$ cat src/rtl/uart_pkt_pkg.sv
// rtl/uart_pkt_pkg.sv - shared states, command and error constants for the packet controller
//
// Purpose: common definitions for uart_pkt_ctrl and its helpers.
// Contents: parser state encoding, command bytes, error codes, command helpers.

package uart_pkt_pkg;

   typedef enum logic [2:0] {
      S_IDLE    = 3'd0,
      S_CMD     = 3'd1,
      S_LENH    = 3'd2,
      S_LENL    = 3'd3,
      S_PAYLOAD = 3'd4,
      S_CHK     = 3'd5
   } pkt_state_e;

   localparam logic [7:0] CMD_FRAME  = 8'h01;
   localparam logic [7:0] CMD_APPEND = 8'h02;
   localparam logic [7:0] CMD_PING   = 8'h03;

   localparam logic [1:0] ERR_NONE = 2'b00;
   localparam logic [1:0] ERR_CHK  = 2'b01;
   localparam logic [1:0] ERR_TMO  = 2'b10;
   localparam logic [1:0] ERR_CMD  = 2'b11;

   function automatic logic is_known_cmd(input logic [7:0] cmd);
      return (cmd == CMD_FRAME) || (cmd == CMD_APPEND) || (cmd == CMD_PING);
   endfunction

   // Only frame-start and append commands put their payload into the frame buffer.
   function automatic logic writes_payload(input logic [7:0] cmd);
      return (cmd == CMD_FRAME) || (cmd == CMD_APPEND);
   endfunction

endpackage

$ cat src/rtl/uart_pkt_ctrl_if.sv
// rtl/uart_pkt_ctrl_if.sv - byte-in / frame-buffer-write / status bundle of the packet controller
//
// Purpose: groups the receiver byte strobe, the frame-buffer write port and the packet
// status outputs of uart_pkt_ctrl.
// Signals:
//   i_rx_data  [7:0]            received byte, valid while i_rx_done is high
//   i_rx_done                   single-cycle byte strobe
//   o_wr_en / o_wr_addr / o_wr_data  frame-buffer write port
//   o_cmd      [7:0]            command of current/last packet
//   o_pkt_ok / o_pkt_err        one-cycle result pulses
//   o_err_code [1:0]            last error code
//   o_busy                      parser is inside a packet
// Modports: slave = controller side, master = byte source / status consumer side.

interface uart_pkt_ctrl_if #(
   parameter int ADDR_WIDTH = 16
);
   logic [7:0]            i_rx_data;
   logic                  i_rx_done;
   logic                  o_wr_en;
   logic [ADDR_WIDTH-1:0] o_wr_addr;
   logic [7:0]            o_wr_data;
   logic [7:0]            o_cmd;
   logic                  o_pkt_ok;
   logic                  o_pkt_err;
   logic [1:0]            o_err_code;
   logic                  o_busy;

   modport slave (
      input  i_rx_data, i_rx_done,
      output o_wr_en, o_wr_addr, o_wr_data, o_cmd, o_pkt_ok, o_pkt_err, o_err_code, o_busy
   );

   modport master (
      output i_rx_data, i_rx_done,
      input  o_wr_en, o_wr_addr, o_wr_data, o_cmd, o_pkt_ok, o_pkt_err, o_err_code, o_busy
   );
endinterface

$ cat src/rtl/pkt_timeout_cnt.sv
// rtl/pkt_timeout_cnt.sv - inter-byte timeout down-counter with clear and expiry pulse
//
// Purpose: measures the gap between bytes inside a packet.
// Ports:
//   i_clk_sys  clock
//   i_rst_n    asynchronous active-low reset
//   i_en       counter runs (parser not idle)
//   i_clr      byte strobe; reloads the full interval, wins over expiry
//   o_expire   combinational pulse: CYCLES cycles elapsed since the last clear

module pkt_timeout_cnt #(
   parameter int unsigned CYCLES = 100000
) (
   input  logic i_clk_sys,
   input  logic i_rst_n,
   input  logic i_en,
   input  logic i_clr,
   output logic o_expire
);

   localparam int unsigned CW = (CYCLES > 1) ? $clog2(CYCLES) : 1;
   localparam logic [CW-1:0] LOAD = CW'(CYCLES - 1);

   logic [CW-1:0] cnt_q;

   // Clear is checked before enable so the header byte that leaves idle arms
   // the counter for the first gap.
   always_ff @(posedge i_clk_sys or negedge i_rst_n) begin
      if (!i_rst_n) begin
         cnt_q <= '0;
      end else if (i_clr) begin
         cnt_q <= LOAD;
      end else if (!i_en) begin
         cnt_q <= '0;
      end else if (cnt_q != '0) begin
         cnt_q <= cnt_q - CW'(1);
      end
   end

   assign o_expire = i_en && !i_clr && (cnt_q == '0);

endmodule

$ cat src/rtl/uart_pkt_ctrl.sv
// rtl/uart_pkt_ctrl.sv - framed packet parser between UART receiver and frame buffer
//
// Purpose: parses HDR, CMD, LEN_H, LEN_L, payload, CHK packets from a byte strobe,
// streams payload bytes into the frame buffer and reports packet results.
// Parameters: CLK_FRE (MHz), TIMEOUT_US (max inter-byte gap), ADDR_WIDTH, HDR_BYTE.
// Ports:
//   i_clk_sys  system clock
//   i_rst_n    asynchronous active-low reset
//   bus        uart_pkt_ctrl_if.slave: byte input, write port, status outputs

module uart_pkt_ctrl
   import uart_pkt_pkg::*;
#(
   parameter int         CLK_FRE    = 50,
   parameter int         TIMEOUT_US = 2000,
   parameter int         ADDR_WIDTH = 16,
   parameter logic [7:0] HDR_BYTE   = 8'hA5
) (
   input  logic            i_clk_sys,
   input  logic            i_rst_n,
   uart_pkt_ctrl_if.slave  bus
);

   pkt_state_e            state_q, state_d;
   logic [7:0]            cmd_q, cmd_d;
   logic [7:0]            len_hi_q, len_hi_d;
   logic [7:0]            sum_q, sum_d;
   logic [15:0]           remain_q, remain_d;
   logic [ADDR_WIDTH-1:0] ptr_q, ptr_d;
   logic [ADDR_WIDTH-1:0] wr_addr_q, wr_addr_d;
   logic [7:0]            wr_data_q, wr_data_d;
   logic                  wr_en_q, wr_en_d;
   logic                  ok_q, ok_d;
   logic                  err_q, err_d;
   logic [1:0]            code_q, code_d;
   logic [15:0]           len_w;
   logic                  busy;
   logic                  tmo_expire;

   assign busy  = (state_q != S_IDLE);
   assign len_w = {len_hi_q, bus.i_rx_data};

   pkt_timeout_cnt #(
      .CYCLES (CLK_FRE * TIMEOUT_US)
   ) u_tmo (
      .i_clk_sys (i_clk_sys),
      .i_rst_n   (i_rst_n),
      .i_en      (busy),
      .i_clr     (bus.i_rx_done),
      .o_expire  (tmo_expire)
   );

   always_ff @(posedge i_clk_sys or negedge i_rst_n) begin
      if (!i_rst_n) begin
         state_q <= S_IDLE;
      end else begin
         state_q <= state_d;
      end
   end

   always_comb begin
      state_d   = state_q;
      cmd_d     = cmd_q;
      len_hi_d  = len_hi_q;
      sum_d     = sum_q;
      remain_d  = remain_q;
      ptr_d     = ptr_q;
      wr_en_d   = 1'b0;
      wr_addr_d = wr_addr_q;
      wr_data_d = wr_data_q;
      ok_d      = 1'b0;
      err_d     = 1'b0;
      code_d    = code_q;

      // A byte arriving on the expiry cycle is processed; the timeout is dropped.
      if (bus.i_rx_done) begin
         case (state_q)
            S_IDLE: begin
               if (bus.i_rx_data == HDR_BYTE) begin
                  state_d = S_CMD;
               end
            end
            S_CMD: begin
               cmd_d   = bus.i_rx_data;
               sum_d   = bus.i_rx_data;
               state_d = S_LENH;
            end
            S_LENH: begin
               len_hi_d = bus.i_rx_data;
               sum_d    = sum_q + bus.i_rx_data;
               state_d  = S_LENL;
            end
            S_LENL: begin
               sum_d    = sum_q + bus.i_rx_data;
               remain_d = len_w;
               if (cmd_q == CMD_FRAME) begin
                  ptr_d = '0;
               end
               state_d = (len_w == 16'd0) ? S_CHK : S_PAYLOAD;
            end
            S_PAYLOAD: begin
               sum_d    = sum_q + bus.i_rx_data;
               remain_d = remain_q - 16'd1;
               // Writes are speculative: a later bad checksum leaves them in place.
               if (writes_payload(cmd_q)) begin
                  wr_en_d   = 1'b1;
                  wr_addr_d = ptr_q;
                  wr_data_d = bus.i_rx_data;
                  ptr_d     = ptr_q + ADDR_WIDTH'(1);
               end
               if (remain_q == 16'd1) begin
                  state_d = S_CHK;
               end
            end
            S_CHK: begin
               state_d = S_IDLE;
               // Checksum failure outranks an unknown command.
               if (bus.i_rx_data != sum_q) begin
                  err_d  = 1'b1;
                  code_d = ERR_CHK;
               end else if (!is_known_cmd(cmd_q)) begin
                  err_d  = 1'b1;
                  code_d = ERR_CMD;
               end else begin
                  ok_d = 1'b1;
               end
            end
            default: begin
               state_d = S_IDLE;
            end
         endcase
      end else if (tmo_expire) begin
         state_d = S_IDLE;
         err_d   = 1'b1;
         code_d  = ERR_TMO;
      end
   end

   always_ff @(posedge i_clk_sys or negedge i_rst_n) begin
      if (!i_rst_n) begin
         cmd_q     <= '0;
         len_hi_q  <= '0;
         sum_q     <= '0;
         remain_q  <= '0;
         ptr_q     <= '0;
         wr_en_q   <= 1'b0;
         wr_addr_q <= '0;
         wr_data_q <= '0;
         ok_q      <= 1'b0;
         err_q     <= 1'b0;
         code_q    <= ERR_NONE;
      end else begin
         cmd_q     <= cmd_d;
         len_hi_q  <= len_hi_d;
         sum_q     <= sum_d;
         remain_q  <= remain_d;
         ptr_q     <= ptr_d;
         wr_en_q   <= wr_en_d;
         wr_addr_q <= wr_addr_d;
         wr_data_q <= wr_data_d;
         ok_q      <= ok_d;
         err_q     <= err_d;
         code_q    <= code_d;
      end
   end

   assign bus.o_wr_en    = wr_en_q;
   assign bus.o_wr_addr  = wr_addr_q;
   assign bus.o_wr_data  = wr_data_q;
   assign bus.o_cmd      = cmd_q;
   assign bus.o_pkt_ok   = ok_q;
   assign bus.o_pkt_err  = err_q;
   assign bus.o_err_code = code_q;
   assign bus.o_busy     = busy;

endmodule

$ cat src/flat_wrapper.sv
// flat-port wrapper written by rule: the top's interface ports become plain ports
module uart_pkt_ctrl_flat import uart_pkt_pkg::*;
#(
   parameter int         CLK_FRE    = 50,
   parameter int         TIMEOUT_US = 2000,
   parameter int         ADDR_WIDTH = 16,
   parameter logic [7:0] HDR_BYTE   = 8'hA5
)
  (i_clk_sys, i_rst_n, bus_i_rx_data, bus_i_rx_done, bus_o_wr_en, bus_o_wr_addr, bus_o_wr_data, bus_o_cmd, bus_o_pkt_ok, bus_o_pkt_err, bus_o_err_code, bus_o_busy);
  uart_pkt_ctrl_if #(.ADDR_WIDTH(ADDR_WIDTH)) bus_i ();
  input  logic i_clk_sys;
  input  logic i_rst_n;
  input wire logic [$bits(bus_i.i_rx_data)-1:0] bus_i_rx_data;
  input wire logic [$bits(bus_i.i_rx_done)-1:0] bus_i_rx_done;
  output wire logic [$bits(bus_i.o_wr_en)-1:0] bus_o_wr_en;
  output wire logic [$bits(bus_i.o_wr_addr)-1:0] bus_o_wr_addr;
  output wire logic [$bits(bus_i.o_wr_data)-1:0] bus_o_wr_data;
  output wire logic [$bits(bus_i.o_cmd)-1:0] bus_o_cmd;
  output wire logic [$bits(bus_i.o_pkt_ok)-1:0] bus_o_pkt_ok;
  output wire logic [$bits(bus_i.o_pkt_err)-1:0] bus_o_pkt_err;
  output wire logic [$bits(bus_i.o_err_code)-1:0] bus_o_err_code;
  output wire logic [$bits(bus_i.o_busy)-1:0] bus_o_busy;
  assign bus_i.i_rx_data = bus_i_rx_data;
  assign bus_i.i_rx_done = bus_i_rx_done;
  assign bus_o_wr_en = bus_i.o_wr_en;
  assign bus_o_wr_addr = bus_i.o_wr_addr;
  assign bus_o_wr_data = bus_i.o_wr_data;
  assign bus_o_cmd = bus_i.o_cmd;
  assign bus_o_pkt_ok = bus_i.o_pkt_ok;
  assign bus_o_pkt_err = bus_i.o_pkt_err;
  assign bus_o_err_code = bus_i.o_err_code;
  assign bus_o_busy = bus_i.o_busy;
  uart_pkt_ctrl #(.CLK_FRE(CLK_FRE), .TIMEOUT_US(TIMEOUT_US), .ADDR_WIDTH(ADDR_WIDTH), .HDR_BYTE(HDR_BYTE)) u_core (.i_clk_sys(i_clk_sys), .i_rst_n(i_rst_n), .bus(bus_i));
endmodule
$ cat config.mk
export PLATFORM = sky130hd
export DESIGN_NAME = uart_pkt_ctrl_flat
export DESIGN_NICKNAME = d
export VERILOG_FILES = /design/src/rtl/uart_pkt_pkg.sv /design/src/rtl/uart_pkt_ctrl_if.sv /design/src/rtl/pkt_timeout_cnt.sv /design/src/rtl/uart_pkt_ctrl.sv /design/src/flat_wrapper.sv
export SDC_FILE = /design/constraint.sdc
export NUM_CORES = 1
export LEC_CHECK = 0
export ABC_AREA = 1
export CAP_MARGIN = 20
export CORE_ASPECT_RATIO = 0.9
export CORE_MARGIN = 3
export CORE_UTILIZATION = 30
export DETAILED_ROUTE_END_ITERATION = 10
export GPL_TIMING_DRIVEN = 0
export HOLD_SLACK_MARGIN = 0.05
export PLACE_DENSITY_LB_ADDON = 0.05
export SLEW_MARGIN = 40
export SYNTH_ARGS = -nofsm -noshare
export SYNTH_HDL_FRONTEND = slang
export SYNTH_HIERARCHICAL = 1
export SYNTH_SLANG_ARGS = --single-unit
$ cat constraint.sdc
create_clock -name i_clk_sys -period 4.8 [get_ports i_clk_sys]
set_input_delay 1.2 -clock i_clk_sys [delete_from_list [all_inputs] [get_ports i_clk_sys]]
set_output_delay 1.2 -clock i_clk_sys [all_outputs]
set_load 0.1 [all_outputs]
==> impl_metrics.yaml <==
status:
  status: "finished, final reports clean"
sta:
  hold_viol: 0
  finalCriticalPeriod_ns: 2.87
  maxSlewHeadroom_pct: 61.7
  setup_tns_ns: 0
  setup_viol: 0
  rsz0062_at_grt: "false"
  skew_ns: 0.0138
  fin_crit_sh_pct: 59.8
  tightest_slew_ns: 0.575
  setup_slack_ns: 1.93
  slew_viol_final: 0
  max_freq_mhz: 348
  hold_ws_ns: 0.480
power_and_ir_drop:
  leakagePower_nw: 3.43
  p_int_mw: 1.99
  p_sw_share_pct: 48.7
  power_mw: 3.89
  powerDensity_nw_per_um2: 553
  peakVddDrop_mv: 0.267
  seqPwrFrac_pct: 34.1
  combinationalPowerShare_pct: 46.0
  switchingPower_mw: 1.89
  p_clk_share_pct: 19.8
yosys:
  async_flop_share_pct: 100
  synth.area.top_cells: "dfrtp_1, nand2_1, inv_1, nand3_1, nor2_1"
  synth_edf_count: 0
  avgSynthCellArea_um2: 7.18
  yosys_warnings: 6
  syn_area_um2: 6110
  synth.top_cell.area_share_pct: 43.0
  yosys.cell_count.top_type: "nand2_1"
  syn_inst: 850
  yosys_most_used_dff: "dfrtp_1"
  synth_area_leader_cell: "dfrtp_1"
  synth_top_cells_by_count: "nand2_1, dfrtp_1, inv_1"
  ys_ff_latch: 105
  synth_nets: 873
  synth.distinct_cells: 39
  ys_seq_area_share_pct: 43.0
clock_network:
  cts_inserted_buffers: 9
  h-tree-depth: 3
  tritoncts: "yes"
  cts_resized: 0
  cts_setup_buffers: 0
  clkSinkCount: 105
  root_buffer: "clkbuf_16"
  cts_buffer_depth: 2
  clk_latency_ns: 0.36
  path_clk_slew_ns: 0.08
  cts_hold_buf: 0
setup_path:
  worstSetupPathType: "in -> reg"
  worstSetupStartpointType: "input pin"
  end_kind: "register"
  cp_max_fo: 8
  r2r-start: "u_core/u_tmo/cnt_q[0]"
  worst_ep_required_time_ns: 5.05
  critical_path_arrival_ns: 3.12
  crit_start: "bus_i_rx_done"
run:
  drv_cap: 0
route:
  vias_per_cell: 4.65
  wl_per_cell_um: 15.2
  final_antenna_net_count: 0
  drc: 0
  drt-total-wl_mm: 17.7
  drtIter0Drc: 293
  routed-via-count: 5409
  drt_pass1_iterations: 4
cells_and_area:
  utilization_pct: 35.9
  stdcell_count: 1164
  n_antenna_cell: 0
  final_area_um2: 7030
  area_growth_syn_to_layout_pct: 15.2
  fillers: 2126
  drive_above_1_share_pct: 12.6
  layout.nets: 933
floorplanning:
  die_h_um: 141
  die_x_um: 156
  ios: 49
  start_util_pct: 31.2
  design.die.area_um2: 22100
  core_area_um2: 19600
  num_rows: 48
min_path:
  worstHoldStart: "u_core/bus.o_wr_data[2]"
  worstHoldPathType: "reg -> reg"
placed_design:
  dpl-instance-area_um2: 6740
  pre_cts_slack_ns: 1.47
  port_buffers: 48
  dp.cells: 1149
  gp_congestion: 0.795
  hpwl_mm: 13.0
global_route:
  grt_usage_pct: 16.7
  grt_start_max_net_pins: 64
  grt_pass1_vias: 5347
  grt_overflow: 0
  antenna_found_initial: 0
  grt_pass1_wl_mm: 29.3
[worst paths after layout]
path / end / cells after the start / slack, ns
setup / recovery: u_core/state_q[1] / 10 / 1.93
hold / removal: u_core/bus.o_wr_data[2] / 2 / 0.48
setup reg to reg: u_core/state_q[1] / 11 / 2.77
hold reg to reg: u_core/bus.o_wr_data[2] / 2 / 0.48
max in group asynchronous: u_core/u_tmo/cnt_q[4] / 2 / 3.43
min in group asynchronous: u_core/bus.o_wr_addr[7] / 1 / 0.72
[final cells by class]
| type | instances | area (um2) | share of cell area [%] |
|---|---|---|---|
| Timing Repair Buffer | 49 | 323 | 4.59 |
| Buffer | 20 | 115 | 1.64 |
| Sequential cell | 105 | 2630 | 37.4 |
| Multi-Input combinational cell | 622 | 2980 | 42.3 |
| Tap cell | 250 | 313 | 4.45 |
| Inverter | 103 | 387 | 5.50 |
| Clock inverter | 6 | 67.6 | 0.961 |
| Clock buffer | 9 | 225 | 3.20 |
[state kept, by name, indices dropped and copies added, names as in the netlist, 8 cells and up]
| name | flops |
|---|---|
| u_core/bus.o_cmd | 8 |
| u_core/bus.o_wr_addr | 16 |
| u_core/bus.o_wr_data | 8 |
| u_core/len_hi_q | 8 |
| u_core/ptr_q | 16 |
| u_core/remain_q | 16 |
| u_core/sum_q | 8 |
| u_core/u_tmo/cnt_q | 17 |
[worst max-delay path, stage by stage]
cell,delay (ns)
clkdlybuf4s50_1,0.59
buf_2,0.30
nor2_2,0.19
inv_1,0.10
nor3_1,0.23
nand2_1,0.15
nand2_1,0.15
nand2_1,0.10
nand2_1,0.07
nand2_1,0.05
[routing by layer]
layer | share of wire, % | track usage [%]
met5 | 0 | 0
met4 | 0.66 | 3.55
met3 | 4.3 | 3.11
met2 | 44 | 25.3
met1 | 51 | 24.9
[placed cells by master, fill, tap and decap left out, types with 2 or more instances in the layout]
master / netlist / final
inv_2: 11 / 11
o21ai_0: 50 / 50
inv_1: 91 / 91
nand4_1: 7 / 7
o21ai_1: 33 / 33
nor2_2: 6 / 6
nand3_1: 66 / 66
nand3_2: 5 / 5
o211ai_1: 3 / 3
clkbuf_1: 4 / 4
buf_2: 10 / 48
nor3_2: 5 / 5
xor2_1: 7 / 7
a21oi_1: 23 / 23
nand2_1: 282 / 282
nand2_4: 2 / 2
nor2_1: 85 / 85
clkinv_2: 0 / 2
o21a_1: 3 / 3
nand2_2: 5 / 5
nand3_4: 2 / 2
ha_1: 11 / 11
buf_6: 3 / 3
clkdlybuf4s50_1: 0 / 9
nor2_4: 5 / 5
nor3_1: 10 / 10
dfrtp_1: 105 / 105
clkbuf_16: 0 / 9
o21bai_1: 3 / 3
[kinds of logic (layout without fill, tap and decap cells)]
kind of cell | Yosys count | count (layout) | share of synthesized area [%]
fa+ha+maj | 12 | 12 | 2.58
simple gates | 486 | 486 | 35.1
compound gates | 117 | 117 | 10.1
flops | 105 | 105 | 43.0
xor+xnor | 7 | 7 | 1.00
buf+inv | 123 | 187 | 8.22
[power by group through the flow]
stage | registers, mW | logic (mW) | clock network [mW]
4_1_cts | 1.33 | 1.81 | 0.803
5_1_grt | 1.37 | 2.02 | 0.833
6_report | 1.33 | 1.79 | 0.771
2_1_floorplan | 1.66 | 1.04 | 0
3_3_place_gp | 1.35 | 1.85 | 0
3_5_place_dp | 1.34 | 1.81 | 0
Note: power is estimated with default switching activity, not from simulation.
